$ cat config.mk
export PLATFORM = sky130hd
export DESIGN_NAME = uart_rx
export DESIGN_NICKNAME = d
export VERILOG_FILES = /design/src/rtl/uart_pkg.sv /design/src/rtl/uart_rx_sync.sv /design/src/rtl/uart_rx.sv
export SDC_FILE = /design/constraint.sdc
export NUM_CORES = 1
export LEC_CHECK = 0
export BUFFER_PORTS_ARGS = -buffer_cell sky130_fd_sc_hd__buf_4
export CAP_MARGIN = 20
export CORE_MARGIN = 5
export CORE_UTILIZATION = 62
export CTS_CLUSTER_SIZE = 16
export DETAILED_ROUTE_END_ITERATION = 12
export PLACE_DENSITY = 0.92
export SLEW_MARGIN = 20
export SYNTH_ARGS = -nofsm -noshare
export SYNTH_HDL_FRONTEND = slang
export SYNTH_HIERARCHICAL = 1
export SYNTH_SLANG_ARGS = --single-unit
$ cat constraint.sdc
create_clock -name i_Clock -period 5.2 [get_ports i_Clock]
set_clock_uncertainty 0.2 [all_clocks]
set_input_delay 1.3 -clock i_Clock [delete_from_list [all_inputs] [get_ports i_Clock]]
set_output_delay 1.3 -clock i_Clock [all_outputs]
set_load 0.01 [all_outputs]
$ cat src/rtl/uart_pkg.sv
// Shared UART definitions: FSM state encodings, default line rate and frame width.
package uart_pkg;

  // 50 MHz / 117647 baud, matching the on-board transmitter.
  localparam int DEFAULT_CLKS_PER_BIT = 425;
  localparam int DATA_BITS            = 8;

  // Receiver state encodings.
  localparam logic [2:0] ST_IDLE      = 3'd0;
  localparam logic [2:0] ST_START     = 3'd1;
  localparam logic [2:0] ST_DATA      = 3'd2;
  localparam logic [2:0] ST_PARITY    = 3'd3;
  localparam logic [2:0] ST_STOP      = 3'd4;
  localparam logic [2:0] ST_CLEANUP   = 3'd5;
  localparam logic [2:0] ST_WAIT_HIGH = 3'd6;

  typedef enum logic [2:0] {
    IDLE      = ST_IDLE,
    START     = ST_START,
    DATA      = ST_DATA,
    PARITY    = ST_PARITY,
    STOP      = ST_STOP,
    CLEANUP   = ST_CLEANUP,
    WAIT_HIGH = ST_WAIT_HIGH
  } rx_state_t;

  // Even parity: the parity bit that makes the total count of ones even.
  function automatic logic even_parity(input logic [DATA_BITS-1:0] d);
    return ^d;
  endfunction

endpackage

$ cat src/rtl/uart_rx_sync.sv
// N-stage synchronizer for an asynchronous pin; flops reset to 1 (idle-high line).
module uart_rx_sync #(
  parameter int STAGES = 2
) (
  input  logic i_Clock,
  input  logic i_Rst_n,
  input  logic i_Async,
  output logic o_Sync
);

  logic [STAGES-1:0] sync_reg;

  // Shift the async input through the flop chain; reset presents an idle line.
  always_ff @(posedge i_Clock or negedge i_Rst_n) begin
    if (!i_Rst_n) begin
      sync_reg <= '1;
    end else begin
      sync_reg <= {sync_reg[STAGES-2:0], i_Async};
    end
  end

  assign o_Sync = sync_reg[STAGES-1];

endmodule

$ cat src/rtl/uart_rx.sv
// UART receiver, 8N1 by default; define UART_RX_PARITY_EN for 8E1 with a parity-error strobe.
// Each bit is sampled at its mid-point; good bytes are presented with a one-cycle o_Rx_DV strobe.
module uart_rx
  import uart_pkg::*;
#(
  parameter int CLKS_PER_BIT = DEFAULT_CLKS_PER_BIT,
  parameter int SYNC_STAGES  = 2
) (
  input  logic                 i_Clock,
  input  logic                 i_Rst_n,
  input  logic                 i_Rx_Serial,
  output logic                 o_Rx_DV,
  output logic [DATA_BITS-1:0] o_Rx_Byte,
  output logic                 o_Rx_Active,
  output logic                 o_Frame_Err,
  output logic                 o_Parity_Err
);

  localparam int               CNT_W    = $clog2(CLKS_PER_BIT);
  localparam logic [CNT_W-1:0] CNT_LAST = CNT_W'(CLKS_PER_BIT - 1);
  localparam logic [CNT_W-1:0] CNT_MID  = CNT_W'((CLKS_PER_BIT - 1) / 2);
  localparam logic [CNT_W-1:0] CNT_ONE  = CNT_W'(1);
  localparam logic [2:0]       IDX_LAST = 3'(DATA_BITS - 1);

  logic rx_s;

  rx_state_t              state_reg,   state_next;
  logic [CNT_W-1:0]       cnt_reg,     cnt_next;
  logic [2:0]             bit_idx_reg, bit_idx_next;
  logic [DATA_BITS-1:0]   shift_reg,   shift_next;
  logic [DATA_BITS-1:0]   byte_reg,    byte_next;
  logic                   dv_reg,      dv_next;
  logic                   ferr_reg,    ferr_next;
  logic                   active_reg,  active_next;
`ifdef UART_RX_PARITY_EN
  logic                   perr_reg,    perr_next;
  logic                   par_bad_reg, par_bad_next;
`endif

  uart_rx_sync #(
    .STAGES (SYNC_STAGES)
  ) u_sync (
    .i_Clock (i_Clock),
    .i_Rst_n (i_Rst_n),
    .i_Async (i_Rx_Serial),
    .o_Sync  (rx_s)
  );

  // Register all FSM state, counters and output flops; reset aborts any frame in flight.
  always_ff @(posedge i_Clock or negedge i_Rst_n) begin
    if (!i_Rst_n) begin
      state_reg   <= IDLE;
      cnt_reg     <= '0;
      bit_idx_reg <= '0;
      shift_reg   <= '0;
      byte_reg    <= '0;
      dv_reg      <= 1'b0;
      ferr_reg    <= 1'b0;
      active_reg  <= 1'b0;
`ifdef UART_RX_PARITY_EN
      perr_reg    <= 1'b0;
      par_bad_reg <= 1'b0;
`endif
    end else begin
      state_reg   <= state_next;
      cnt_reg     <= cnt_next;
      bit_idx_reg <= bit_idx_next;
      shift_reg   <= shift_next;
      byte_reg    <= byte_next;
      dv_reg      <= dv_next;
      ferr_reg    <= ferr_next;
      active_reg  <= active_next;
`ifdef UART_RX_PARITY_EN
      perr_reg    <= perr_next;
      par_bad_reg <= par_bad_next;
`endif
    end
  end

  // Next-state logic: strobes default low so they can never last more than one cycle.
  always_comb begin
    state_next   = state_reg;
    cnt_next     = cnt_reg;
    bit_idx_next = bit_idx_reg;
    shift_next   = shift_reg;
    byte_next    = byte_reg;
    dv_next      = 1'b0;
    ferr_next    = 1'b0;
    active_next  = active_reg;
`ifdef UART_RX_PARITY_EN
    perr_next    = 1'b0;
    par_bad_next = par_bad_reg;
`endif
    case (state_reg)
      IDLE: begin
        cnt_next     = '0;
        bit_idx_next = '0;
`ifdef UART_RX_PARITY_EN
        par_bad_next = 1'b0;
`endif
        if (!rx_s) begin
          state_next  = START;
          active_next = 1'b1;
        end
      end
      START: begin
        if (cnt_reg == CNT_MID) begin
          cnt_next = '0;
          if (!rx_s) begin
            state_next = DATA;
          end else begin
            // Line went back high before mid-bit: treat as a glitch.
            state_next  = IDLE;
            active_next = 1'b0;
          end
        end else begin
          cnt_next = cnt_reg + CNT_ONE;
        end
      end
      DATA: begin
        if (cnt_reg == CNT_LAST) begin
          cnt_next                = '0;
          shift_next[bit_idx_reg] = rx_s;
          if (bit_idx_reg == IDX_LAST) begin
            bit_idx_next = '0;
`ifdef UART_RX_PARITY_EN
            state_next   = PARITY;
`else
            state_next   = STOP;
`endif
          end else begin
            bit_idx_next = bit_idx_reg + 3'd1;
          end
        end else begin
          cnt_next = cnt_reg + CNT_ONE;
        end
      end
`ifdef UART_RX_PARITY_EN
      PARITY: begin
        if (cnt_reg == CNT_LAST) begin
          cnt_next     = '0;
          par_bad_next = (rx_s != even_parity(shift_reg));
          state_next   = STOP;
        end else begin
          cnt_next = cnt_reg + CNT_ONE;
        end
      end
`endif
      STOP: begin
        if (cnt_reg == CNT_LAST) begin
          cnt_next = '0;
          if (!rx_s) begin
            // Framing error wins over any parity error; wait for the line to recover.
            ferr_next  = 1'b1;
            state_next = WAIT_HIGH;
`ifdef UART_RX_PARITY_EN
          end else if (par_bad_reg) begin
            perr_next  = 1'b1;
            state_next = CLEANUP;
`endif
          end else begin
            byte_next  = shift_reg;
            dv_next    = 1'b1;
            state_next = CLEANUP;
          end
        end else begin
          cnt_next = cnt_reg + CNT_ONE;
        end
      end
      CLEANUP: begin
        state_next  = IDLE;
        active_next = 1'b0;
      end
      WAIT_HIGH: begin
        if (rx_s) begin
          state_next  = IDLE;
          active_next = 1'b0;
        end
      end
      default: begin
        state_next  = IDLE;
        cnt_next    = '0;
        active_next = 1'b0;
      end
    endcase
  end

  assign o_Rx_DV     = dv_reg;
  assign o_Rx_Byte   = byte_reg;
  assign o_Rx_Active = active_reg;
  assign o_Frame_Err = ferr_reg;
`ifdef UART_RX_PARITY_EN
  assign o_Parity_Err = perr_reg;
`else
  assign o_Parity_Err = 1'b0;
`endif

endmodule

After elaboration in Yosys (flattened, before gate mapping) --
Cells that the tools add are included.
Cells by class: reduce and logical (&&, ||, !) cells 10, bitwise logic cells 1, equal/unequal tests 14, $lt $le $gt $ge 2, multiplexer cells 28, add/sub/neg operators 2
Operators with widths (count):
- $pmux W9 S3 | 1
- $mux W3 | 8
- $mux W9 | 2
- $pmux W3 S5 | 1
- $eq A3 B3 Y1 const B | 4
- $mux W1 | 10
- $ne A2 B2 Y1 const B | 5
- $add A9 B1 Y9 const B | 1
- $eq A9 B8 Y1 const B | 1
- $eq A9 B9 Y1 const B | 1
- $bwmux W8 | 1
- $pmux W3 S2 | 1
- $reduce_and A3 Y1 | 2
- $reduce_and A6 Y1 | 1
- $lt A3 B4 Y1 const B | 1
- $mux W2 | 2
- $pmux W1 S4 | 1
- $reduce_and A2 Y1 | 2
- $reduce_or A2 Y1 | 2
- $add A3 B1 Y3 const B | 1
- $demux W1 S3 | 1
- $eq A3 B1 Y1 const B | 1
- $eq A3 B2 Y1 const B | 1
- $ge A3 B1 Y1 const B | 1
- other kinds (5) | 5
Storage, ports and cells: bits in registers 36, logic and storage cells 66, bits of input ports 3, output and inout bits 12

Logic depth before layout (Yosys ltp) --
Gate-level depths: netlist of run 1.
word-level depth 5, mapped depth 7, depth with buffers taken out 6

Hierarchy --
Netlist of run 1, hierarchy kept.
Modules (own cells, without submodules):
- uart_rx | times used 1, cells an instance 178, area an instance 1803.0 um2, sequential area each 850.8 um2
- uart_rx_sync | times used 1, cells an instance 2, area an instance 52.6 um2, sequential area each 52.6 um2

Worst setup path after synthesis of run 1 --
Ideal clock, no wire load.
path type reg2reg, start point register cnt_reg[0], end point register shift_reg[5], stages on the path, launching flop included 7, slack 2.987 ns, arrival 1.888 ns, clock period less this slack 2.213 ns, data required time 4.875 ns, setup time 0.125 ns, path through dfrtp_1 > inv_1 > ha_1 > nand4b_1 > or4_4 > nor3b_2 > mux2_2
On the way: cells in the longest elaborated chain, start to end 2
Ends and longest elaborated chain:
- start: declaration | line uart_rx.sv:28 | logic [CNT_W-1:0] cnt_reg, cnt_next;
- start signal: assignment | line uart_rx.sv:66 | cnt_reg <= cnt_next;
- $eq A9 B9 Y1 | line uart_rx.sv:121 | if (cnt_reg == CNT_LAST) begin
- $reduce_and A2 Y1 (no source line)
- end signal: assignment | line uart_rx.sv:68 | shift_reg <= shift_next;
- end: declaration | line uart_rx.sv:30 | logic [DATA_BITS-1:0] shift_reg, shift_next;
Every way passes these cells. A chain may end at the register's enable or synchronous reset.

Final worst setup path of run 1 --
start point register active_reg (netlist: o_Rx_Active), end point output port o_Rx_Active
RTL lines:
- start: declaration | line uart_rx.sv:34 | logic active_reg, active_next;
- start signal: assignment | line uart_rx.sv:72 | active_reg <= active_next;
- end: declaration | line uart_rx.sv:14 | output logic o_Rx_Active,
No word-level cell between the ends.

==> metrics.md, run 1 <==
| Metric | Value |
|---|---|
| Fraction of registers with async set/reset | `100%` |
| Top Layer Used | `met4` |
| Global-route wire length before repair | `6220 microns` |
| Number of enable flip-flop cells after synthesis | `0` |
| # setup viols final | `0` |
| Initial drt markers | `96` |
| Distinct cells, synth | `48` |
| Crit path capture | `o_Rx_Active` |
| Mapped Area | `1860 sq um` |
| DR WL met3 | `208 microns` |
| Number of max-cap violations | `0` |
| WP data required | `3.70 ns` |
| Buf/Inv on CP | `1` |
| Final wirelength | `3500 microns` |
| Via density | `6.29` |
| Max reg flops | `9` |
| Critical Path, Cell by Cell | `buf_4` |
| Power per Cell Area | `225 nW/um^2` |
| Main flop type after synthesis | `dfrtp_1` |
| Critical R2R Launch | `cnt_reg[0]` |
| Sequential power share | `62.3%` |
| Peak VDD IR | `0.182 mV` |
| Max Root-Sink Buffers | `2` |
| FF-to-FF path depth | `6` |
| Placer's final routability congestion estimate | `0.892` |
| Final Hold Fails | `0` |
| Min-Delay Path Class | `reg2reg` |
| Row cnt | `19` |
| Final Power | `0.454 mW` |
| Fin util | `71.9%` |
| Total CTS buffers | `5` |
| NumNets Final | `198` |
| Clock tree from TritonCTS | `done` |
| Clock network fraction of total power | `36.1%` |
| ANT cells | `0` |
| Die Y | `64.7 microns` |
| Psw | `0.0947 mW` |
| Slew headroom | `55.6%` |
| Clk slew on worst S/H paths | `0.10 ns` |
| Crit path DAT | `0.90 ns` |
| Post-layout min period | `2.40 ns` |
| Clk_lat worst skew | `0.34 ns` |
| Max Freq | `416 MHz` |
| CTS sink cnt | `36` |
| Worst setup startpoint | `o_Rx_Active` |
| Overall Global Routing Usage | `19.1%` |
| Syn. warnings | `6` |
| Max Slew Vio Count | `0` |
| Routed Antenna Nets | `0` |
| DRC | `0` |
| CP peak stage delay | `0.42 ns` |
| Startpoint Class | `register` |
| Sequential area share after synthesis | `48.7%` |
| Flops & latches, synth | `36` |
| Layout cells sized above 1 | `24.6%` |
| Met1 WL | `1430 microns` |
| Syn Inst Count | `180` |
| Root buf cell | `clkbuf_4` |
| Remaining Overflow, GRT | `0` |
| Largest net degree at the start of global routing | `37` |
| Part of the power in combinational logic | `1.6%` |
| Post-detailed-route wirelength per cell | `15.8 microns` |
| 1st-pass router iterations | `5` |
| Starting Density | `66.1%` |
| Flop2flop setup slack | `2.83 ns` |
| Core ar. | `2810 sq um` |
| CP endpoint kind | `primary output` |
| WP depth | `1` |
| R2r endpoint | `o_Rx_Byte[7]` |
| Met2 wire length | `1800 microns` |
| Slowest CP cell | `dfrtp_1` |
| Port bufs | `13` |
| Crit path max-delay family | `flip-flops` |
| IO Pins | `15` |
| P&R area growth vs syn | `8.77%` |
| RSZ-0062 raised after global routing | `false` |
| Die X | `64.7 microns` |
| Internal power | `0.359 mW` |
| Count of cells resized by post-cts repair | `0` |
| Die area | `4190 sq um` |
| Number of antenna violations at the first check in global routing | `0` |
| Avg Cell Area, Syn | `10.3 sq um` |
| Crit path kind | `reg2out` |
| Worst-path fanout max | `4` |
| Detailed Place HPWL | `2460 microns` |
| Post-Syn Nets | `187` |
| H-tree depth | `2` |
| Setup_tns | `0 ns` |
| Worst-Margin Slew | `0.660 ns` |
| CTS Hold Bufs | `0` |
| Leakage | `0.887 nW` |
| Switching Fraction | `20.8%` |
| Setup Fix Bufs, Post-CTS | `0` |
| Routed vias | `1397` |
| Status | `finished clean` |
| Vias in the first global route | `1375` |
| Period utilization | `46.2%` |
-- per-stage QoR --
| step | instances | instance area [sq um] | hold slack (ns) | worst slack, ns |
|---|---|---|---|---|
| 6_report | 222 | 2020 | 0.165 | 2.80 |
| 5_1_grt | 222 | 2020 | 0.173 | 2.68 |
| 4_1_cts | 222 | 2020 | 0.166 | 2.78 |
| 3_5_place_dp | 215 | 1950 | 0.151 | 2.86 |
| 3_3_place_gp | 215 | 1950 | 0.146 | 2.92 |
| 2_1_floorplan | 180 | 1860 | 0.145 | 2.99 |
-- logic make-up after synthesis --
group	synth area share, %
buf+inv	3.91
simple gates	21.2
compound gates	12.1
fa+ha+maj	2.70
other cells	0.202
mux	10.2
flops	48.7
xor+xnor	0.944
-- placed cells by master (no fill, tap or decap), types with 3 or more instances in the layout --
cell type  Yosys  final
dfrtp_1       34     34
nand2_1       20     20
mux2_2        16     16
buf_4          1     13
nor2_1        11     11
inv_1          9      9
o21ai_0        9      9
nand3_1        7      7
clkbuf_4       0      5
a21oi_1        4      4
o211ai_1       4      4
ha_1           4      4
nand4b_1       3      3
nor2b_1        3      3
or2_2          3      3
nor4_1         3      3
nor3_1         3      3
a22oi_1        3      3
-- routing by layer --
metal | vias to the layer above | track usage, %
met5 | - | 0
met4 | 0 | 7.65
met3 | 6 | 6.04
met2 | 46 | 31.7
met1 | 677 | 23.1
li1 | 668 | -
-- power groups by stage --
| stage | logic, mW | registers, mW | clock network, mW |
|---|---|---|---|
| floorplan | 0.00250 | 0.287 | 0 |
| finish | 0.00727 | 0.283 | 0.164 |
| global placement | 0.00752 | 0.288 | 0 |
| detailed placement | 0.00775 | 0.288 | 0 |
| global route | 0.00903 | 0.283 | 0.181 |
| CTS | 0.00774 | 0.283 | 0.167 |
-- how the worst min path moves through the flow --
stage,from,to,slack [ns],depth (start not counted)
finish,u_sync/sync_reg[0],u_sync/sync_reg[1],0.17,0
CTS,u_sync/sync_reg[0],u_sync/sync_reg[1],0.17,0
floorplan,u_sync/sync_reg[0],u_sync/sync_reg[1],0.15,0
global route,u_sync/sync_reg[0],u_sync/sync_reg[1],0.17,0
detailed placement,u_sync/sync_reg[0],u_sync/sync_reg[1],0.15,0
global placement,u_sync/sync_reg[0],u_sync/sync_reg[1],0.15,0
-- cells in the mapped netlist, types with 2 or more instances --
library cell | count | area share (%)
nand2_1 | 20 | 4.0
nand3_1 | 7 | 1.9
o22ai_1 | 2 | 0.67
a21oi_1 | 4 | 1.1
nor2b_1 | 3 | 1.0
inv_1 | 9 | 1.8
o31ai_1 | 2 | 0.81
a22oi_1 | 3 | 1.2
and3_1 | 2 | 0.67
o21ai_0 | 9 | 2.4
dfstp_2 | 2 | 2.8
nor3b_2 | 2 | 1.3
or2_2 | 3 | 1.0
nand4b_1 | 3 | 1.4
clkbuf_1 | 4 | 0.81
buf_1 | 3 | 0.61
nor3_1 | 3 | 0.81
ha_1 | 4 | 2.7
nand3b_1 | 2 | 0.81
mux2_2 | 16 | 9.7
nor4_1 | 3 | 1.0
dfrtp_1 | 34 | 46
nor2_1 | 11 | 2.2
nand4bb_1 | 2 | 1.2
o211ai_1 | 4 | 1.6
-- cell type report --
| type | instances | area (sq um) |
|---|---|---|
| inverter | 9 | 33.8 |
| multi-input combinational | 126 | 880 |
| tap | 31 | 38.8 |
| sequential | 36 | 903 |
| timing repair buffer | 13 | 97.6 |
| fill | 196 | 787 |
| clock buffer | 7 | 65.1 |
No activity file was read; power rests on OpenSTA's default activity.
==> run 2, diff against run 1 <==
Settings changed: CORE_UTILIZATION 62 to 53, PLACE_DENSITY 0.92 to 0.85.
Clock period 5.2 ns to 2.21 ns, I/O delays scaled along.
==> metrics.md, run 2 (same netlist as run 1, synthesis figures left out) <==
| Metric | Value |
|---|---|
| Initial drt markers | `111 (+16%)` |
| Crit path kind | `reg2reg` |
| Period utilization | `103%` |
| Final wirelength | `4250 microns (+21%)` |
| Crit path DAT | `2.31 ns (+1.41 ns)` |
| Clk_lat worst skew | `0.35 ns (about the same)` |
| CTS sink cnt | `36 (unchanged)` |
| Fill count | `254 (+30%)` |
| Startpoint Class | `register` |
| Max reg flops | `9 (unchanged)` |
| Remaining Overflow, GRT | `0 (unchanged)` |
| Overall Global Routing Usage | `18.9% (-0.25 points)` |
| Non-Filler Instances | `266 (+20%)` |
| Row cnt | `21 (+2)` |
| Routed Antenna Nets | `0 (unchanged)` |
| P&R area growth vs syn | `22.8%` |
| Die Y | `69.2 microns (+6.9%)` |
| Placer's final routability congestion estimate | `0.966 (+8.3%)` |
| ANT cells | `0 (unchanged)` |
| Critical Path, Cell by Cell | `inv_2 > ha_4 > nand4b_1 > or4_4 > nor3_1 > mux2_2` |
| 1st-pass router iterations | `4 (-1)` |
| DRC | `0 (unchanged)` |
| Peak VDD IR | `0.316 mV (+73%)` |
| Flop2flop setup slack | `-0.06 ns (-2.89 ns)` |
| Vias in the first global route | `1560 (+13%)` |
| Min-Delay Path Class | `in2reg` |
| Largest net degree at the start of global routing | `37 (unchanged)` |
| Area of the multi-input gates | `920 sq um (+4.6%)` |
| NumNets Final | `226 (+14%)` |
| Die X | `69.2 microns (+6.9%)` |
| WP data required | `2.24 ns (-1.46 ns)` |
| IO Pins | `15 (unchanged)` |
| CP peak stage delay | `0.59 ns (+0.17 ns)` |
| Place WS | `-0.0693 ns (-2.92 ns)` |
| Starting Density | `55.2% (-11 points)` |
| Detailed Place HPWL | `2710 microns (+10%)` |
| Max Slew Vio Count | `0 (unchanged)` |
| Number of antenna violations at the first check in global routing | `0 (unchanged)` |
| Final Hold Fails | `0 (unchanged)` |
| Port bufs | `13 (unchanged)` |
| Post-layout min period | `2.27 ns` |
| Most common cell after layout, fill and taps aside | `buf_4` |
| Routed vias | `1548 (+11%)` |
| CP endpoint kind | `register` |
| H-tree depth | `2 (unchanged)` |
| Worst-path fanout max | `4 (unchanged)` |
| Layout cells sized above 1 | `35.9% (+11 points)` |
| Via density | `5.82 (-7.5%)` |
| Post-detailed-route wirelength per cell | `16.0 microns (+1.3%)` |
| Status | `finished with violations` |
| Most frequent cells in the layout | `buf_4, dfrtp_1, nand2_1` |
| Setup ws final | `-0.0638 ns (-2.86 ns)` |
| Clock tree from TritonCTS | `done` |
| Power per Cell Area | `453 nW/um^2 (+100%)` |
| Number of max-cap violations | `0 (unchanged)` |
| Violated checks | `negative setup slack` |
| Max Freq | `440 MHz` |
| # placed instances | `245 (+14%)` |
| Slowest CP cell | `or4_4` |
| Root buf cell | `clkbuf_4` |
| Core ar. | `3360 sq um (+20%)` |
| # setup viols final | `3 (+3)` |
| Global-route wire length before repair | `7270 microns (+17%)` |
| Die area | `4780 sq um (+14%)` |
| FF+latch area | `903 sq um (unchanged)` |
| Total CTS buffers | `5 (unchanged)` |
| Max Root-Sink Buffers | `2 (unchanged)` |
| Final Power | `1.03 mW (+130%)` |
| Clk slew on worst S/H paths | `0.11 ns (about the same)` |
| Setup_tns | `-0.0944 ns (-0.0944 ns)` |
| RSZ-0062 raised after global routing | `true` |
| Leakage | `1.02 nW (+15%)` |
## run 2: what timing repair did
action / CTS / global route
gates resized for setup: 5 / 6
pin swaps: 5 / 3
hold endpoints to repair: 34 / 0
hold buffers: 1 / 0
endpoints found under the setup margin: 4 / 13
setup buffers: 11 / 2
## run 2: stage by stage
step	area (sq um)	utilization, %	hold WS (ns)
floorplan	1860	-	0.0569
global placement	2080	62.0	0.147
detailed placement	2080	62.0	0.149
CTS	2250	66.9	0.0844
global route	2280	67.7	0.0681
finish	2280	67.7	0.0986
## run 2: worst max-delay path: cells and delay by family, from the launching register on
kind / cells / cell delay, ns
flip-flops: 1 / 0.42
adder cells (fa/ha/maj): 1 / 0.13
AND/OR/NAND/NOR: 3 / 0.95
buffers and inverters: 1 / 0.09
multiplexers: 1 / 0.37
## run 2: power by group
| group | leakage [nW] | switching, mW | internal, mW |
|---|---|---|---|
| combinational | 0.511 | 0.0142 | 0.00472 |
| sequential | 0.476 | 0.00435 | 0.662 |
| clock | 0.0295 | 0.219 | 0.128 |
## run 2: path summary, 6_finish.rpt
check	startpoint	endpoint	depth (start not counted)
min in group asynchronous	i_Rst_n	shift_reg[0]	2
worst min-delay path	i_Rx_Serial	u_sync/sync_reg[0]	1
max in group asynchronous	i_Rst_n	u_sync/sync_reg[1]	2
worst max register to register	cnt_reg[0]	shift_reg[1]	6
worst min register to register	u_sync/sync_reg[0]	u_sync/sync_reg[1]	0
worst max-delay path	cnt_reg[0]	shift_reg[1]	6
## run 2: cell type report
| class | instances | area share [%] |
|---|---|---|
| multi-input cells | 126 | 40.4 |
| flip-flops and latches | 36 | 39.6 |
| clock inverters | 1 | 0.384 |
| repair buffers | 41 | 13.6 |
| well taps | 46 | 2.53 |
| clock buffers | 7 | 1.98 |
| inverters | 9 | 1.48 |
## run 2: routing by layer
layer	GRT usage, %	routed length (microns)	vias up
li1	-	-	717
met1	22.2	1780	768
met2	31.8	2130	50
met3	5.07	236	13
met4	8.89	102	0
met5	0	0	-
==> run 3, diff against run 2 <==
==> constraint.sdc (replaced) <==
create_clock -name i_Clock -period 2.21 [get_ports i_Clock]
set_clock_uncertainty 0.2 [all_clocks]
set_input_delay 0.663 -clock i_Clock [delete_from_list [all_inputs] [get_ports i_Clock]]
set_output_delay 0.663 -clock i_Clock [all_outputs]
set_load 0.01 [all_outputs]
==> metrics.md, run 3 (same netlist as run 1, synthesis figures left out) <==
| Metric | Value |
|---|---|
| Min-Delay Path Class | `in2async` |
| Post-detailed-route wirelength per cell | `16.0 microns (about the same)` |
| Power per Cell Area | `454 nW/um^2 (+0.29%)` |
| Clk slew on worst S/H paths | `0.11 ns (about the same)` |
| Row cnt | `21 (unchanged)` |
| # setup viols final | `2 (-1)` |
| Max Freq | `451 MHz (+2.5%)` |
| DRC | `0 (unchanged)` |
| Clk_lat worst skew | `0.35 ns (about the same)` |
| Largest net degree at the start of global routing | `37 (unchanged)` |
| Crit path DAT | `2.26 ns (-0.05 ns)` |
| Slowest CP cell | `or4_4` |
| Die X | `69.2 microns (unchanged)` |
| WP data required | `2.25 ns (about the same)` |
| Number of max-cap violations | `0 (unchanged)` |
| CP peak stage delay | `0.58 ns (about the same)` |
| Worst hold margin | `0.0398 ns (-0.0588 ns)` |
| Total CTS buffers | `5 (unchanged)` |
| Via density | `5.83 (+0.18%)` |
| H-tree depth | `2 (unchanged)` |
| Period utilization | `100% (-2.5 points)` |
| Detailed Place HPWL | `2710 microns (unchanged)` |
| Leakage | `1.01 nW (-0.41%)` |
| Starting Density | `55.2% (unchanged)` |
| 1st-pass router iterations | `4 (unchanged)` |
| CTS sink cnt | `36 (unchanged)` |
| Startpoint Class | `register` |
| Buf/Inv on CP | `1 (unchanged)` |
| Final Power | `1.03 mW (-0.15%)` |
| NumNets Final | `225 (-0.44%)` |
| Overall Global Routing Usage | `18.8% (-0.061 points)` |
| Layout cells sized above 1 | `36.1% (+0.16 points)` |
| Routed Antenna Nets | `0 (unchanged)` |
| Initial drt markers | `117 (+5.4%)` |
| Number of antenna violations at the first check in global routing | `0 (unchanged)` |
| Global-route wire length before repair | `7250 microns (-0.28%)` |
| Critical Path, Cell by Cell | `inv_2 > ha_4 > nand4b_1 > or4_4 > nor3b_2 > mux2_4` |
| RSZ-0062 raised after global routing | `true` |
| P&R area growth vs syn | `22.3%` |
| Peak VDD IR | `0.318 mV (+0.60%)` |
| Worst-path fanout max | `4 (unchanged)` |
| Post-layout min period | `2.22 ns (-0.0557 ns)` |
| Final Instance Area | `2270 sq um (-0.44%)` |
| ANT cells | `0 (unchanged)` |
| Final Hold Fails | `0 (unchanged)` |
| IO Pins | `15 (unchanged)` |
| Place WS | `-0.0693 ns (unchanged)` |
| Setup_tns | `-0.0153 ns (+0.0791 ns)` |
| Violated checks | `negative setup slack` |
| Placer's final routability congestion estimate | `0.966 (unchanged)` |
| Root buf cell | `clkbuf_4` |
| Most frequent cells in the layout | `buf_4, dfrtp_1, nand2_1` |
| CP endpoint kind | `register` |
| Core ar. | `3360 sq um (unchanged)` |
| Final wirelength | `4230 microns (-0.47%)` |
| Area post-placement | `2080 sq um (unchanged)` |
| Vias in the first global route | `1550 (-0.64%)` |
| Remaining Overflow, GRT | `0 (unchanged)` |
| Status | `finished with violations` |
| Max Root-Sink Buffers | `2 (unchanged)` |
| Setup ws final | `-0.00818 ns (+0.0557 ns)` |
| Die area | `4780 sq um (unchanged)` |
| Max reg flops | `9 (unchanged)` |
| Crit path max-delay family | `simple AND/OR/NAND/NOR gates` |
| Routed vias | `1545 (-0.19%)` |
| Max Slew Vio Count | `0 (unchanged)` |
| Clock tree from TritonCTS | `done` |
| Die Y | `69.2 microns (unchanged)` |
| Most common cell after layout, fill and taps aside | `buf_4` |
| Crit path kind | `reg2reg` |
| Port bufs | `13 (unchanged)` |
[run 3: cell types whose count changed in the layout (fill, tap and decap cells not counted), sizes merged]
cell         previous run  this run
dlygate4sd3             1         0
[run 3: timing repair]
item                       4_1_cts  5_1_grt
pin swaps                        5        3
resized for setup                5        6
hold buffers                     0        0
setup buffers                   11        2
setup endpoints to repair        4       13
gates cloned                     0        0
[run 3: final timing paths]
kind                                    start            endpoint  slack [ns]  cells after the start
setup / recovery                   cnt_reg[0]        shift_reg[3]      -0.008                      6
hold / removal                        i_Rst_n          cnt_reg[5]        0.04                      1
setup reg to reg                   cnt_reg[0]        shift_reg[3]      -0.008                      6
hold reg to reg            u_sync/sync_reg[0]  u_sync/sync_reg[1]        0.16                      0
max in group asynchronous             i_Rst_n  u_sync/sync_reg[1]        1.43                      1
min in group i_Clock       u_sync/sync_reg[0]  u_sync/sync_reg[1]        0.16                      0
[run 3: power breakdown]
group | total, mW | internal (mW) | switching, mW
clock network | 0.347 | 0.128 | 0.219
logic | 0.0175 | 0.00357 | 0.0140
registers | 0.666 | 0.662 | 0.00438
[run 3: per-stage QoR]
step / instances / util [%]
finish: 265 / 67.4
global route: 265 / 67.4
CTS: 264 / 66.6
detailed placement: 245 / 62.0
global placement: 245 / 62.0
floorplan: 180 / -
[run 3: layout make-up]
type / count / area (sq um)
clock buffer: 7 / 45.0
clock inverter: 1 / 8.76
fill: 257 / 1090
inverter: 9 / 33.8
multi-input combinational: 126 / 920
sequential: 36 / 903
tap: 46 / 57.6
timing repair buffer: 40 / 300
[run 3: worst reg2reg max path, delay by kind of cell (launching register included)]
family | cells | cell delay (ns)
adder cells (fa/ha/maj) | 1 | 0.13
buffers and inverters | 1 | 0.09
flip-flops | 1 | 0.43
multiplexers | 1 | 0.32
AND/OR/NAND/NOR | 3 | 0.95
[run 3: per-layer routing]
layer | track usage, % | routed length [microns]
met5 | 0 | 0
met1 | 22.0 | 1800
met2 | 32.0 | 2130
met4 | 8.46 | 85
met3 | 5.07 | 212
